--- src/rtl/flag_pkg.sv ---
// flag_pkg: shared constants, FSM state type and write-enable decode for the
// Z/V/N flag sequencer.
package flag_pkg;

  localparam int unsigned FLAG_W = 3;
  localparam int unsigned OPC_W  = 4;
  localparam int unsigned CC_W   = 3;

  // Flag bit positions in flags_q / flag_wen / flag_din
  localparam int unsigned FLAG_Z = 0;
  localparam int unsigned FLAG_V = 1;
  localparam int unsigned FLAG_N = 2;

  // Flag-writing opcodes
  localparam logic [OPC_W-1:0] OP_ADD = 4'b0000;
  localparam logic [OPC_W-1:0] OP_SUB = 4'b0001;
  localparam logic [OPC_W-1:0] OP_XOR = 4'b0010;
  localparam logic [OPC_W-1:0] OP_SLL = 4'b0100;
  localparam logic [OPC_W-1:0] OP_SRA = 4'b0101;
  localparam logic [OPC_W-1:0] OP_ROR = 4'b0110;

  // Branch condition codes
  localparam logic [CC_W-1:0] CC_NE     = 3'b000;
  localparam logic [CC_W-1:0] CC_EQ     = 3'b001;
  localparam logic [CC_W-1:0] CC_GT     = 3'b010;
  localparam logic [CC_W-1:0] CC_LT     = 3'b011;
  localparam logic [CC_W-1:0] CC_GE     = 3'b100;
  localparam logic [CC_W-1:0] CC_LE     = 3'b101;
  localparam logic [CC_W-1:0] CC_OV     = 3'b110;
  localparam logic [CC_W-1:0] CC_UNCOND = 3'b111;

  typedef enum logic [0:0] {
    IDLE = 1'b0,
    HOLD = 1'b1
  } fsm_state_e;

  // Per-bit flag write enables implied by an opcode (before valid gating)
  function automatic logic [FLAG_W-1:0] wen_decode(input logic [OPC_W-1:0] op);
    logic [FLAG_W-1:0] wen;
    wen = '0;
    case (op)
      OP_ADD, OP_SUB:                 wen = '1;
      OP_XOR, OP_SLL, OP_SRA, OP_ROR: wen[FLAG_Z] = 1'b1;
      default:                        wen = '0;
    endcase
    return wen;
  endfunction

endpackage

--- src/rtl/flag_ctrl_if.sv ---
// flag_ctrl_if: ID/EX-side inputs and flag-register-side outputs of flag_ctrl.
interface flag_ctrl_if
  import flag_pkg::*;
#(
  parameter int unsigned STALL_CNT_W = 16
);

  logic                   ex_valid;
  logic                   ex_flush;
  logic [OPC_W-1:0]       ex_opcode;
  logic                   ex_z;
  logic                   ex_v;
  logic                   ex_n;
  logic                   id_valid;
  logic                   id_is_branch;
  logic [CC_W-1:0]        id_cond;
  logic [FLAG_W-1:0]      flags_q;
  logic [FLAG_W-1:0]      flag_wen;
  logic [FLAG_W-1:0]      flag_din;
  logic                   stall;
  logic                   br_valid;
  logic                   br_taken;
  logic [STALL_CNT_W-1:0] stall_cnt;

  // Pipeline side driving the sequencer
  modport master (
    output ex_valid, ex_flush, ex_opcode, ex_z, ex_v, ex_n,
    output id_valid, id_is_branch, id_cond, flags_q,
    input  flag_wen, flag_din, stall, br_valid, br_taken, stall_cnt
  );

  // Sequencer side
  modport slave (
    input  ex_valid, ex_flush, ex_opcode, ex_z, ex_v, ex_n,
    input  id_valid, id_is_branch, id_cond, flags_q,
    output flag_wen, flag_din, stall, br_valid, br_taken, stall_cnt
  );

endinterface

--- src/rtl/flag_cond_eval.sv ---
// flag_cond_eval: combinational branch-condition evaluation on Z/V/N flags.
module flag_cond_eval
  import flag_pkg::*;
(
  input  logic [CC_W-1:0]   cond,
  input  logic [FLAG_W-1:0] flags,
  output logic              taken
);

  logic z;
  logic v;
  logic n;

  assign z = flags[FLAG_Z];
  assign v = flags[FLAG_V];
  assign n = flags[FLAG_N];

  // Condition code decode
  always_comb begin
    taken = 1'b0;
    case (cond)
      CC_NE:     taken = ~z;
      CC_EQ:     taken = z;
      CC_GT:     taken = ~z & ~n;
      CC_LT:     taken = n;
      CC_GE:     taken = z | ~n;
      CC_LE:     taken = z | n;
      CC_OV:     taken = v;
      CC_UNCOND: taken = 1'b1;
      default:   taken = 1'b0;
    endcase
  end

endmodule

--- src/rtl/flag_ctrl.sv ---
// flag_ctrl: flag write-enable sequencer and branch-condition scheduler.
// Optional feature macro FLAG_FWD_EN: forward EX flag results into branch
// evaluation instead of stalling on a flag hazard.
module flag_ctrl
  import flag_pkg::*;
#(
  parameter int unsigned STALL_CNT_W = 16
) (
  input  logic        clk,
  input  logic        rst,
  flag_ctrl_if.slave  bus
);

  localparam logic [0:0] S_IDLE = 1'(IDLE);
  localparam logic [0:0] S_HOLD = 1'(HOLD);

  logic [0:0]             state_q;
  logic [0:0]             state_d;
  logic [FLAG_W-1:0]      wen;
  logic [FLAG_W-1:0]      din;
  logic [FLAG_W-1:0]      eff_flags;
  logic                   cond_taken;
  logic                   stall;
  logic                   br_valid;
  logic                   br_taken;
  logic [STALL_CNT_W-1:0] cnt_q;

  // Flag write decode; flush and reset suppress every write
  always_comb begin
    wen = '0;
    din = '0;
    if (!rst) begin
      din[FLAG_Z] = bus.ex_z;
      din[FLAG_V] = bus.ex_v;
      din[FLAG_N] = bus.ex_n;
      if (bus.ex_valid && !bus.ex_flush) begin
        wen = wen_decode(bus.ex_opcode);
      end
    end
  end

`ifdef FLAG_FWD_EN
  // Bits being written this cycle come from EX, the rest from the register
  assign eff_flags = (wen & din) | (~wen & bus.flags_q);
`else
  assign eff_flags = bus.flags_q;
`endif

  flag_cond_eval u_cond (
    .cond  (bus.id_cond),
    .flags (eff_flags),
    .taken (cond_taken)
  );

  // Next-state and branch/stall outputs
  always_comb begin
    state_d  = state_q;
    stall    = 1'b0;
    br_valid = 1'b0;
    br_taken = 1'b0;
    if (!rst) begin
      if (bus.ex_flush) begin
        state_d = S_IDLE;
      end else begin
        case (state_q)
          S_HOLD: begin
            // Flags now hold the committed write; resolve the held branch
            br_valid = 1'b1;
            br_taken = cond_taken;
            state_d  = S_IDLE;
          end
          default: begin
            if (bus.id_valid && bus.id_is_branch) begin
`ifdef FLAG_FWD_EN
              br_valid = 1'b1;
              br_taken = cond_taken;
`else
              if (|wen) begin
                stall   = 1'b1;
                state_d = S_HOLD;
              end else begin
                br_valid = 1'b1;
                br_taken = cond_taken;
              end
`endif
            end
          end
        endcase
      end
    end
  end

  // FSM state register
  always_ff @(posedge clk) begin
    if (rst) begin
      state_q <= S_IDLE;
    end else begin
      state_q <= state_d;
    end
  end

  // Saturating stall-cycle counter
  always_ff @(posedge clk) begin
    if (rst) begin
      cnt_q <= '0;
    end else if (stall && (cnt_q != '1)) begin
      cnt_q <= cnt_q + STALL_CNT_W'(1);
    end
  end

  assign bus.flag_wen  = wen;
  assign bus.flag_din  = din;
  assign bus.stall     = stall;
  assign bus.br_valid  = br_valid;
  assign bus.br_taken  = br_taken;
  assign bus.stall_cnt = rst ? '0 : cnt_q;

endmodule

--- src/flat_wrapper.sv ---
// flat-port wrapper written by rule: the top's interface ports become plain ports
module flag_ctrl_flat import flag_pkg::*;
#(
  parameter int unsigned STALL_CNT_W = 16
)
  (clk, rst, bus_ex_valid, bus_ex_flush, bus_ex_opcode, bus_ex_z, bus_ex_v, bus_ex_n, bus_id_valid, bus_id_is_branch, bus_id_cond, bus_flags_q, bus_flag_wen, bus_flag_din, bus_stall, bus_br_valid, bus_br_taken, bus_stall_cnt);
  flag_ctrl_if #(.STALL_CNT_W(STALL_CNT_W)) bus_i ();
  input  logic clk;
  input  logic rst;
  input wire logic [$bits(bus_i.ex_valid)-1:0] bus_ex_valid;
  input wire logic [$bits(bus_i.ex_flush)-1:0] bus_ex_flush;
  input wire logic [$bits(bus_i.ex_opcode)-1:0] bus_ex_opcode;
  input wire logic [$bits(bus_i.ex_z)-1:0] bus_ex_z;
  input wire logic [$bits(bus_i.ex_v)-1:0] bus_ex_v;
  input wire logic [$bits(bus_i.ex_n)-1:0] bus_ex_n;
  input wire logic [$bits(bus_i.id_valid)-1:0] bus_id_valid;
  input wire logic [$bits(bus_i.id_is_branch)-1:0] bus_id_is_branch;
  input wire logic [$bits(bus_i.id_cond)-1:0] bus_id_cond;
  input wire logic [$bits(bus_i.flags_q)-1:0] bus_flags_q;
  output wire logic [$bits(bus_i.flag_wen)-1:0] bus_flag_wen;
  output wire logic [$bits(bus_i.flag_din)-1:0] bus_flag_din;
  output wire logic [$bits(bus_i.stall)-1:0] bus_stall;
  output wire logic [$bits(bus_i.br_valid)-1:0] bus_br_valid;
  output wire logic [$bits(bus_i.br_taken)-1:0] bus_br_taken;
  output wire logic [$bits(bus_i.stall_cnt)-1:0] bus_stall_cnt;
  assign bus_i.ex_valid = bus_ex_valid;
  assign bus_i.ex_flush = bus_ex_flush;
  assign bus_i.ex_opcode = bus_ex_opcode;
  assign bus_i.ex_z = bus_ex_z;
  assign bus_i.ex_v = bus_ex_v;
  assign bus_i.ex_n = bus_ex_n;
  assign bus_i.id_valid = bus_id_valid;
  assign bus_i.id_is_branch = bus_id_is_branch;
  assign bus_i.id_cond = bus_id_cond;
  assign bus_i.flags_q = bus_flags_q;
  assign bus_flag_wen = bus_i.flag_wen;
  assign bus_flag_din = bus_i.flag_din;
  assign bus_stall = bus_i.stall;
  assign bus_br_valid = bus_i.br_valid;
  assign bus_br_taken = bus_i.br_taken;
  assign bus_stall_cnt = bus_i.stall_cnt;
  flag_ctrl #(.STALL_CNT_W(STALL_CNT_W)) u_core (.clk(clk), .rst(rst), .bus(bus_i));
endmodule
--- config.mk ---
export PLATFORM = sky130hd
export DESIGN_NAME = flag_ctrl_flat
export DESIGN_NICKNAME = d
export VERILOG_FILES = /design/src/rtl/flag_pkg.sv /design/src/rtl/flag_ctrl_if.sv /design/src/rtl/flag_cond_eval.sv /design/src/rtl/flag_ctrl.sv /design/src/flat_wrapper.sv
export SDC_FILE = /design/constraint.sdc
export NUM_CORES = 1
export LEC_CHECK = 0
export BUFFER_PORTS_ARGS = -buffer_cell sky130_fd_sc_hd__buf_2
export CAP_MARGIN = 25
export CELL_PAD_IN_SITES_DETAIL_PLACEMENT = 0
export CELL_PAD_IN_SITES_GLOBAL_PLACEMENT = 2
export CORE_MARGIN = 1.5
export CORE_UTILIZATION = 28
export DETAILED_ROUTE_END_ITERATION = 12
export HOLD_SLACK_MARGIN = 0.1
export PLACE_DENSITY = 0.91
export REMOVE_ABC_BUFFERS = 1
export SLEW_MARGIN = 20
export SYNTH_ARGS = -nofsm -noshare
export SYNTH_HDL_FRONTEND = slang
export SYNTH_SLANG_ARGS = --single-unit
--- constraint.sdc ---
create_clock -name clk -period 3.4 [get_ports clk]
set_input_delay 0 -clock clk [delete_from_list [all_inputs] [get_ports clk]]
set_output_delay 0 -clock clk [all_outputs]
set_load 0.005 [all_outputs]
==> impl_metrics.csv, run 1 <==
group,metric,value,unit
run_status,outcome,"finished, final reports clean",
die,die_y,66.38,um
synthesis,synth_top_cell_by_area,"dfxtp_1",
clock_tree,numCtsBuffers,3,
layout,stdcell_count,227,
setup_path,arrival,2.02,ns
sta,worstMarginPinSlew,0.6775,ns
drt,drtAntennaViolNets,0,
clock_tree,hold_buffers,0,
synthesis,synth-simple-area-share,45.38,%
sta,fmaxAchievable,0.5329,GHz
power_and_ir_drop,internal_power,298.8,uW
clock_tree,clock_latency,0.25,ns
setup_path,max_stage_delay,0.41,ns
drt,wire_per_inst,11.15,um
grt,grt_pass1_wl,4140,um
die,rows,22,
sta,hold_viol,0,
place,gp_congestion,0.7547,
place,place_inst,223,
sta,setup-violations-final,0,
min_path,hold_path.class,"input port to flip-flop",
synthesis,synth_compound_area_share,8.120,%
power_and_ir_drop,ir_drop,0.1453,mV
place,dp_hpwl,1984,um
die,dieArea,4406,sq um
die,ioPinCount,44,
synthesis,avgSynthCellArea,8.210,sq um
clock_tree,path_clk_slew,0.07,ns
power_and_ir_drop,pwr-share-clk,38.9,%
layout,layout.nets,200,
clock_tree,cts.htree.levels,1,
sta,finClkSkew,0.004911,ns
synthesis,synth_fa_ha_area_share,1.112,%
layout,drive_above_1_share,31.84,%
sta,tns,0,ns
synthesis,synth_area_leaders,"dfxtp_1 30%, nor2b_1 11%, nor2_1 6.0%, xnor2_1 4.7%, nand4_1 3.9%",
sta,rsz0062_at_grt,"false",
grt,overflow,0,
sta,min_period_over_period,55.19,%
setup_path,crit_fanout,6,
setup_path,path_cells,"ha_1, nand4_1, nor4_2, nor2_1, nand2_1, mux2_2",
die,die_w,66.38,um
clock_tree,cts_tree,"built",
power_and_ir_drop,comb_power_share,9.6,%
clock_tree,cts_setup_buffers,0,
synthesis,synth.top_cell.area_share,30.26,%
synthesis,synth_xor_area_share,7.008,%
sta,hold_ws,0.1697,ns
layout,area_growth,24.92,%
drt,wirelength,2531,um
clock_tree,cts_root_buf,"clkbuf_8",
synthesis,synth_warnings,0,
die,core,3771,sq um
grt,antenna_found_initial,0,
setup_path,cp_num_buf_inv,0,
power_and_ir_drop,leakage,0.6001,nW
power_and_ir_drop,p_per_area,275.6,nW/um^2
synthesis,synth_area,1125,sq um
grt,grtUsageTotal,11.71,%
synthesis,synth-seq-cells,17,
synthesis,yosysSeqAreaShare,30.26,%
place,io_buffers,43,
power_and_ir_drop,p_sw,88.47,uW
grt,grt_max_degree,42,
sta,finalMaxSlewViolations,0,
drt,drt_iter0_markers,25,
sta,min_period,1.876,ns
drt,dr.pass1.iters,4,
setup_path,crit_family,"simple AND/OR/NAND/NOR gates",
drt,drc,0,
synthesis,synthMuxAreaShare,3.893,%
setup_path,worstSetupStartpointType,"flip-flop",
clock_tree,cts_max_path_buffers,2,
run,maxCapViolCount,0,
power_and_ir_drop,switching_share,22.85,%
synthesis,synth_top_family_by_area,"simple AND/OR/NAND/NOR gates",
clock_tree,cts_resized,0,
setup_path,worstPathRequired,3.55,ns
clock_tree,clock_sinks,17,
drt,dr_total_vias,1072,
synthesis,synth.distinct_cells,37,
setup_path,slowest_stage,"nor4_2",
power_and_ir_drop,pwr-share-seq,51.4,%
layout,diodes,0,
synthesis,synth_cells,137,
setup_path,worstSetupPathType,"flip-flop to flip-flop",
grt,grt_pass1_vias,961,
setup_path,crit_path_end_kind,"flip-flop",
sta,max_slew_margin,54.83,%
die,initial_core_util,29.83,%
drt,viasPerCell,4.722,
-- metal layers --
metal  vias up  GRT usage (%)  part of all wire, %
met4         0          3.571                 0.55
met1       465          15.62                   48
li1        573              -                    -
met3         3          3.066                  6.4
met2        31          18.38                   45
met5         -              0                    0
-- worst reg2reg max path: stages (launching register included) --
cell,delay [ns]
dfxtp_1,0.40
ha_1,0.24
nand4_1,0.13
nor4_2,0.41
nor2_1,0.17
nand2_1,0.11
mux2_2,0.32
-- cell families (layout without fill, tap and decap cells) --
logic type,count (synthesis),after routing
AO/OA/AOI/OAI,16,16
XOR/XNOR,9,9
adder cells (fa/ha/maj),1,1
buffers and inverters,7,49
flip-flops,17,17
multiplexers,4,4
AND/OR/NAND/NOR,83,83
-- cells in the mapped netlist (all sizes together) --
cell,instances
and4b,1
a21oi,7
o211ai,1
o21ai,6
nor2b,20
and4bb,1
ha,1
nand4,8
nand3,4
inv,2
nor3,5
or4b,1
nor4,4
mux2,3
a2111o,1
and3,5
nand2,7
dfxtp,17
xor2,3
nor4b,2
clkbuf,3
mux2i,1
or3,3
xnor2,6
a211oi,1
nor2,18
and2,1
and4,2
nand2b,1
buf,2
-- sequential cells by signal (all words and copies together) (netlist names) --
register,cells
u_core.cnt_q,16
u_core.state_q,1
-- final cells by class --
type                            instances  area, sq um
Inverter                                2        7.507
Sequential cell                        17        340.3
Multi-Input combinational cell        113        737.0
Fill cell                             380         2366
Tap cell                               48        60.06
Timing Repair Buffer                   43        215.2
Clock buffer                            4        45.04
-- layout by cell type (no fill, tap or decap), drive strengths merged, types with 4 or more instances in the layout --
| master | instances |
|---|---|
| a21oi | 7 |
| and3 | 5 |
| buf | 43 |
| clkbuf | 4 |
| dfxtp | 17 |
| nand2 | 7 |
| nand3 | 4 |
| nand4 | 8 |
| nor2 | 18 |
| nor2b | 20 |
| nor3 | 5 |
| nor4 | 4 |
| o21ai | 6 |
| xnor2 | 6 |
-- through the flow --
| stage | setup WS [ns] | utilization, % | cell area [sq um] | power (mW) |
|---|---|---|---|---|
| finish | 1.524 | 37.26 | 1405 | 0.3873 |
| CTS | 1.516 | 37.26 | 1405 | 0.3915 |
| floorplan | 1.686 | - | 1085 | 0.2166 |
| detailed placement | 1.539 | 36.07 | 1360 | 0.2415 |
| global route | 1.312 | 37.26 | 1405 | 0.4066 |
| global placement | 1.590 | 36.07 | 1360 | 0.2400 |
-- power by group through the flow --
stage | clock [mW] | combinational (mW) | sequential, mW
floorplan | 0 | 0.0129 | 0.204
global placement | 0 | 0.0363 | 0.204
detailed placement | 0 | 0.0377 | 0.204
CTS | 0.155 | 0.0378 | 0.199
global route | 0.165 | 0.0421 | 0.199
finish | 0.151 | 0.0373 | 0.199
-- final timing paths --
check             cells past startpoint  slack, ns                            end                           from
setup / recovery                      6       1.52   u_core.cnt_q[2]$_SDFFE_PP0P_   u_core.cnt_q[0]$_SDFFE_PP0P_
setup reg to reg                      6       1.52   u_core.cnt_q[2]$_SDFFE_PP0P_   u_core.cnt_q[0]$_SDFFE_PP0P_
hold reg to reg                       2       0.53  u_core.cnt_q[13]$_SDFFE_PP0P_  u_core.cnt_q[13]$_SDFFE_PP0P_
hold / removal                        4       0.17         u_core.state_q$_DFF_P_               bus_ex_opcode[3]
(Power assumes the default switching activity.)
==> run 2: changes to the inputs <==
--- a/config.mk
+++ b/config.mk
@@ -10,10 +10,10 @@
 export CELL_PAD_IN_SITES_DETAIL_PLACEMENT = 0
 export CELL_PAD_IN_SITES_GLOBAL_PLACEMENT = 2
 export CORE_MARGIN = 1.5
-export CORE_UTILIZATION = 28
+export CORE_UTILIZATION = 24
 export DETAILED_ROUTE_END_ITERATION = 12
 export HOLD_SLACK_MARGIN = 0.1
-export PLACE_DENSITY = 0.91
+export PLACE_DENSITY = 0.84
 export REMOVE_ABC_BUFFERS = 1
 export SLEW_MARGIN = 20
 export SYNTH_ARGS = -nofsm -noshare
==> constraint.sdc (replaced) <==
create_clock -name clk -period 1.7 [get_ports clk]
set_input_delay 0 -clock clk [delete_from_list [all_inputs] [get_ports clk]]
set_output_delay 0 -clock clk [all_outputs]
set_load 0.005 [all_outputs]
==> run 2 against run 1 <==
The flow now finishes with violations (DRC). Largest cell class unchanged. Flip-flop and latch count is the same. Count of clock-buffer cells in the layout is the same. Highest routed layer unchanged. Combinational power grew 110%.
==> impl_metrics.csv, run 2 (same netlist as run 1, synthesis figures left out) <==
group,metric,value,unit
run_status,outcome,"finished with violations",
run_status,violations,"DRC",
layout,fill_cells,499,
grt,grt_pass1_vias,1061,
sta,max_slew_margin,72.57,%
setup_path,worstPathRequired,1.89,ns
layout,layout.nets,222,
setup_path,crit_family,"simple AND/OR/NAND/NOR gates",
clock_tree,numCtsBuffers,3,
die,core,4444,sq um
die,ioPinCount,44,
sta,setup-violations-final,0,
sta,finClkSkew,0.007214,ns
run,maxCapViolCount,0,
die,die_y,71.46,um
setup_path,crit_path_end_kind,"flip-flop",
sta,rsz0062_at_grt,"true",
layout,largest_reg_flops,16,
sta,fmaxAchievable,0.5932,GHz
clock_tree,clock_sinks,17,
die,initial_core_util,25.31,%
power_and_ir_drop,p_per_area,477.1,nW/um^2
layout,drive_above_1_share,46.27,%
setup_path,r2r_cells,5,
min_path,min_from,"bus_ex_opcode[3]",
sta,finalMaxSlewViolations,0,
min_path,min_to,"u_core.state_q$_DFF_P_",
clock_tree,clock_latency,0.26,ns
setup_path,worstSetupStartpointType,"flip-flop",
drt,viasPerCell,4.668,
clock_tree,path_clk_slew,0.07,ns
grt,antenna_found_initial,0,
sta,hold_viol,0,
sta,worstMarginPinSlew,0.4077,ns
clock_tree,cts.htree.levels,1,
place,gp_congestion,0.7353,
setup_path,ff2ff_setup_slack,0.01,ns
place,dp_hpwl,2203,um
drt,dr.pass1.iters,10,
clock_tree,cts_root_buf,"clkbuf_8",
die,dieArea,5107,sq um
layout,area_growth,45.83,%
setup_path,slowest_stage,"a2111o_1",
setup_path,r2r-end,"u_core.cnt_q[13]$_SDFFE_PP0P_",
grt,grt_pass1_wl,4609,um
place,io_buffers,43,
power_and_ir_drop,leakage,0.7338,nW
grt,grtUsageTotal,11.09,%
sta,setup_slack,0.01422,ns
setup_path,max_stage_delay,0.44,ns
setup_path,worstSetupPathType,"flip-flop to flip-flop",
setup_path,cp_num_buf_inv,0,
drt,dr_total_vias,1181,
sta,tns,0,ns
setup_path,crit_fanout,4,
layout,final_cell_mix,"43 x buf_2, 22 x buf_4, 20 x nor2b_1",
layout,diodes,0,
die,die_w,71.46,um
drt,drt_iter0_markers,50,
setup_path,path_cells,"ha_4, and3_4, a2111o_1, or3_1, a21oi_1",
layout,reg_top3,"u_core.cnt_q: 16 flops, u_core.state_q: 1 flops",
sta,min_period_over_period,99.16,%
place,pre_cts_ws,-0.01818,ns
clock_tree,cts_max_path_buffers,2,
min_path,hold_depth,4,
layout,layout_commonest_cell,"buf_2",
drt,wirelength,2832,um
drt,wire_per_inst,11.19,um
die,rows,24,
grt,grt_max_degree,36,
setup_path,arrival,1.87,ns
min_path,hold_path.class,"input port to flip-flop",
grt,overflow,0,
layout,largest_register,"u_core.cnt_q",
clock_tree,cts_tree,"built",
power_and_ir_drop,ir_drop,0.2334,mV
drt,drc,1,
sta,min_period,1.686,ns
drt,drtAntennaViolNets,0,
setup_path,reg2reg_from,"u_core.cnt_q[1]$_SDFFE_PP0P_",
run 2: changes by cell type in the layout (fill, tap and decap cells not counted), moves of 2 or more:
cell and delta:
buf_4 +22, and3_2 -2, dfxtp_2 +8, and4_4 +2, and3_4 +3, dfxtp_1 -9
run 2: power breakdown:
part | switching (mW) | internal [mW] | leakage (nW)
registers | 0.000134 | 0.396 | 0.142
logic | 0.0432 | 0.0352 | 0.569
clock network | 0.141 | 0.166 | 0.0228
run 2: through the flow:
step                      util (%)  cells  hold slack (ns)  power, mW  cell area, sq um
final                        36.91    253           0.1192     0.7826              1640
after global routing         36.91    253           0.1524     0.8144              1640
after CTS                    35.33    250           0.1202     0.7899              1570
after detailed placement     33.92    246           0.2314     0.4855              1508
after global placement       33.92    246           0.2318     0.4854              1508
after floorplan                  -    132          0.02691     0.4332              1085
run 2: worst max path at each step:
stage | start | end | slack (ns) | depth (start not counted)
global route | u_core.cnt_q[1]$_SDFFE_PP0P_ | u_core.cnt_q[13]$_SDFFE_PP0P_ | -0.07 | 5
CTS | u_core.cnt_q[13]$_SDFFE_PP0P_ | u_core.cnt_q[13]$_SDFFE_PP0P_ | -0.01 | 5
finish | u_core.cnt_q[1]$_SDFFE_PP0P_ | u_core.cnt_q[13]$_SDFFE_PP0P_ | 0.01 | 5
detailed placement | u_core.cnt_q[0]$_SDFFE_PP0P_ | u_core.cnt_q[13]$_SDFFE_PP0P_ | -0.02 | 5
floorplan | u_core.cnt_q[0]$_SDFFE_PP0P_ | u_core.cnt_q[13]$_SDFFE_PP0P_ | -0.01 | 5
global placement | u_core.cnt_q[14]$_SDFFE_PP0P_ | u_core.cnt_q[2]$_SDFFE_PP0P_ | 0.001 | 5
run 2: final cells by class:
cell class | count | area, sq um | share of cell area [%]
multi-input cells | 113 | 788.3 | 48.06
repair buffers | 65 | 380.4 | 23.19
flip-flops and latches | 17 | 354.1 | 21.59
well taps | 52 | 65.06 | 3.966
clock buffers | 4 | 45.04 | 2.746
inverters | 2 | 7.507 | 0.4577
run 2: timing repair:
action                                  in CTS  in global routing
gates cloned                                 0                  0
resized for setup                            5                 16
endpoints found under the setup margin       3                  9
hold buffers                                 0                  0
pin swaps                                    1                  9
buffers inserted                             0                  3
run 2: per-layer routing:
| metal | wire [um] | global-route usage, % |
|---|---|---|
| met5 | 0 | 0 |
| met4 | 48 | 3.145 |
| met3 | 168 | 3.235 |
| met2 | 1195 | 17.24 |
| met1 | 1419 | 15.00 |
run 2: worst min-delay path, delay by kind of cell:
kind / cells / cell delay (ns)
buffers and inverters: 2 / 0.19
AND/OR/NAND/NOR: 2 / 0.14
==> run 3: changes to the inputs <==
--- a/config.mk
+++ b/config.mk
@@ -7,13 +7,11 @@
 export LEC_CHECK = 0
 export BUFFER_PORTS_ARGS = -buffer_cell sky130_fd_sc_hd__buf_2
 export CAP_MARGIN = 25
-export CELL_PAD_IN_SITES_DETAIL_PLACEMENT = 0
-export CELL_PAD_IN_SITES_GLOBAL_PLACEMENT = 2
 export CORE_MARGIN = 1.5
-export CORE_UTILIZATION = 24
+export CORE_UTILIZATION = 48
 export DETAILED_ROUTE_END_ITERATION = 12
 export HOLD_SLACK_MARGIN = 0.1
-export PLACE_DENSITY = 0.84
+export PLACE_DENSITY = 0.88
 export REMOVE_ABC_BUFFERS = 1
 export SLEW_MARGIN = 20
 export SYNTH_ARGS = -nofsm -noshare
==> constraint.sdc (replaced) <==
create_clock -name clk -period 1.85 [get_ports clk]
set_input_delay 0 -clock clk [delete_from_list [all_inputs] [get_ports clk]]
set_output_delay 0 -clock clk [all_outputs]
set_load 0.005 [all_outputs]
==> run 3 against run 2 <==
The run now ends clean. Count of clock-buffer cells in the layout is the same. Die area shrank 48%. Utilization is 27 points higher. Critical endpoint unchanged. Largest cell class unchanged. Largest power group unchanged.
==> impl_metrics.csv, run 3 (same netlist as run 1, synthesis figures left out) <==
group,metric,value,unit
layout,final_cell_mix,"43 x buf_2, 20 x nor2b_1, 18 x nor2_1",
sta,hold_ws,0.1313,ns
layout,area_growth,26.25,%
sta,fmaxAchievable,0.5558,GHz
layout,largest_reg_flops,16,
grt,grt_pass1_vias,1068,
setup_path,crit_family,"compound AO/OA/AOI/OAI gates",
setup_path,crit_fanout,5,
place,gp_congestion,0.8921,
clock_tree,cts_tree,"built",
sta,setup-violations-final,0,
setup_path,cp-endpoint,"u_core.cnt_q[13]$_SDFFE_PP0P_",
die,ioPinCount,44,
grt,grtUsageTotal,20.55,%
sta,max_slew_margin,72.28,%
sta,hold_viol,0,
grt,grt_max_degree,37,
setup_path,r2r_cells,5,
setup_path,slowest_stage,"a2111o_1",
die,initial_core_util,50.85,%
clock_tree,cts_root_buf,"clkbuf_4",
setup_path,path_cells,"ha_2, and3_2, a2111o_1, or3_1, a21oi_1",
power_and_ir_drop,leakage,0.6208,nW
drt,dr.pass1.iters,4,
layout,diodes,0,
run,maxCapViolCount,0,
grt,grt_pass1_wl,4291,um
drt,viasPerCell,5.571,
setup_path,crit_start,"u_core.cnt_q[0]$_SDFFE_PP0P_",
setup_path,worstPathRequired,2.07,ns
power_and_ir_drop,ir_drop,0.3073,mV
min_path,min_from,"bus_ex_opcode[3]",
setup_path,worstSetupStartpointType,"flip-flop",
run_status,outcome,"finished, final reports clean",
place,io_buffers,43,
sta,worstMarginPinSlew,0.4140,ns
sta,min_period_over_period,97.25,%
die,dieArea,2643,sq um
die,rows,17,
power_and_ir_drop,p_per_area,448.0,nW/um^2
drt,drc,0,
layout,reg_top3,"u_core.cnt_q: 16 flops, u_core.state_q: 1 flops",
setup_path,ff2ff_setup_slack,0.05,ns
drt,drt_iter0_markers,22,
drt,dr_total_vias,1181,
setup_path,arrival,2.02,ns
min_path,hold_path.class,"input port to flip-flop",
setup_path,worstSetupPathType,"flip-flop to flip-flop",
sta,finalMaxSlewViolations,0,
clock_tree,hold_buffers,0,
die,core,2212,sq um
clock_tree,cts_max_path_buffers,2,
layout,layout.nets,205,
setup_path,max_stage_delay,0.48,ns
layout,layout_commonest_cell,"buf_2",
sta,min_period,1.799,ns
clock_tree,clock_latency,0.29,ns
setup_path,reg2reg_from,"u_core.cnt_q[0]$_SDFFE_PP0P_",
grt,antenna_found_initial,0,
drt,drtAntennaViolNets,0,
setup_path,crit_path_end_kind,"flip-flop",
clock_tree,cts.htree.levels,1,
power_and_ir_drop,total_power,636.2,uW
drt,wirelength,2776,um
setup_path,worst-path-stages,5,
layout,drive_above_1_share,38.59,%
place,dp_hpwl,2024,um
drt,wire_per_inst,13.09,um
setup_path,r2r-end,"u_core.cnt_q[13]$_SDFFE_PP0P_",
clock_tree,numCtsBuffers,3,
grt,overflow,0,
clock_tree,path_clk_slew,0.11,ns
clock_tree,clock_sinks,17,
setup_path,cp_num_buf_inv,0,
die,die_y,51.41,um
die,die_w,51.41,um
sta,finClkSkew,0.008653,ns
layout,largest_register,"u_core.cnt_q",
-- run 3: cell type report --
| class | count | area (sq um) |
|---|---|---|
| multi-input combinational | 113 | 748.2 |
| sequential | 17 | 350.3 |
| fill | 204 | 792.0 |
| timing repair buffer | 48 | 252.7 |
| tap | 28 | 35.03 |
| inverter | 2 | 7.507 |
| clock buffer | 4 | 26.28 |
-- run 3: worst reg2reg max path, stage by stage (launching register included) --
cell and delay (ns):
dfxtp_4 0.37, ha_2 0.19, and3_2 0.22, a2111o_1 0.48, or3_1 0.34, a21oi_1 0.14
-- run 3: what timing repair did --
| item | in CTS | in global routing |
|---|---|---|
| endpoints found under the setup margin | 1 | 4 |
| pin swaps | 1 | 2 |
| gates resized for setup | 0 | 10 |
| buffers inserted | 0 | 1 |
-- run 3: where the power goes --
group	leakage (nW)	total [mW]	switching, mW	internal, mW
Combinational	0.466	0.0707	0.0389	0.0318
Sequential	0.140	0.364	0.000111	0.364
Clock	0.0150	0.201	0.117	0.0837
-- run 3: layer usage --
metal,up-vias,GRT usage (%),routed length [um]
met5,-,0,0
met4,0,5.263,0
met3,0,2.924,167
met2,39,39.53,1514
met1,557,23.27,1094
li1,585,-,-
-- run 3: how the worst min path moves through the flow --
stage,endpoint,depth (start not counted)
floorplan,bus_stall_cnt[4],1
global placement,bus_flag_wen[1],3
detailed placement,bus_flag_wen[1],3
CTS,u_core.state_q$_DFF_P_,4
global route,u_core.state_q$_DFF_P_,4
finish,u_core.state_q$_DFF_P_,4
-- run 3: metrics by stage --
step	area, sq um	setup slack, ns	cells	setup TNS [ns]	utilization, %
5_1_grt	1420	-0.01821	212	-0.01976	64.20
6_report	1420	0.05083	212	0	64.20
3_5_place_dp	1365	0.03296	207	0	61.71
4_1_cts	1391	0.03644	211	0	62.90
3_3_place_gp	1365	0.1344	207	0	61.71
2_1_floorplan	1085	0.1361	132	0	-
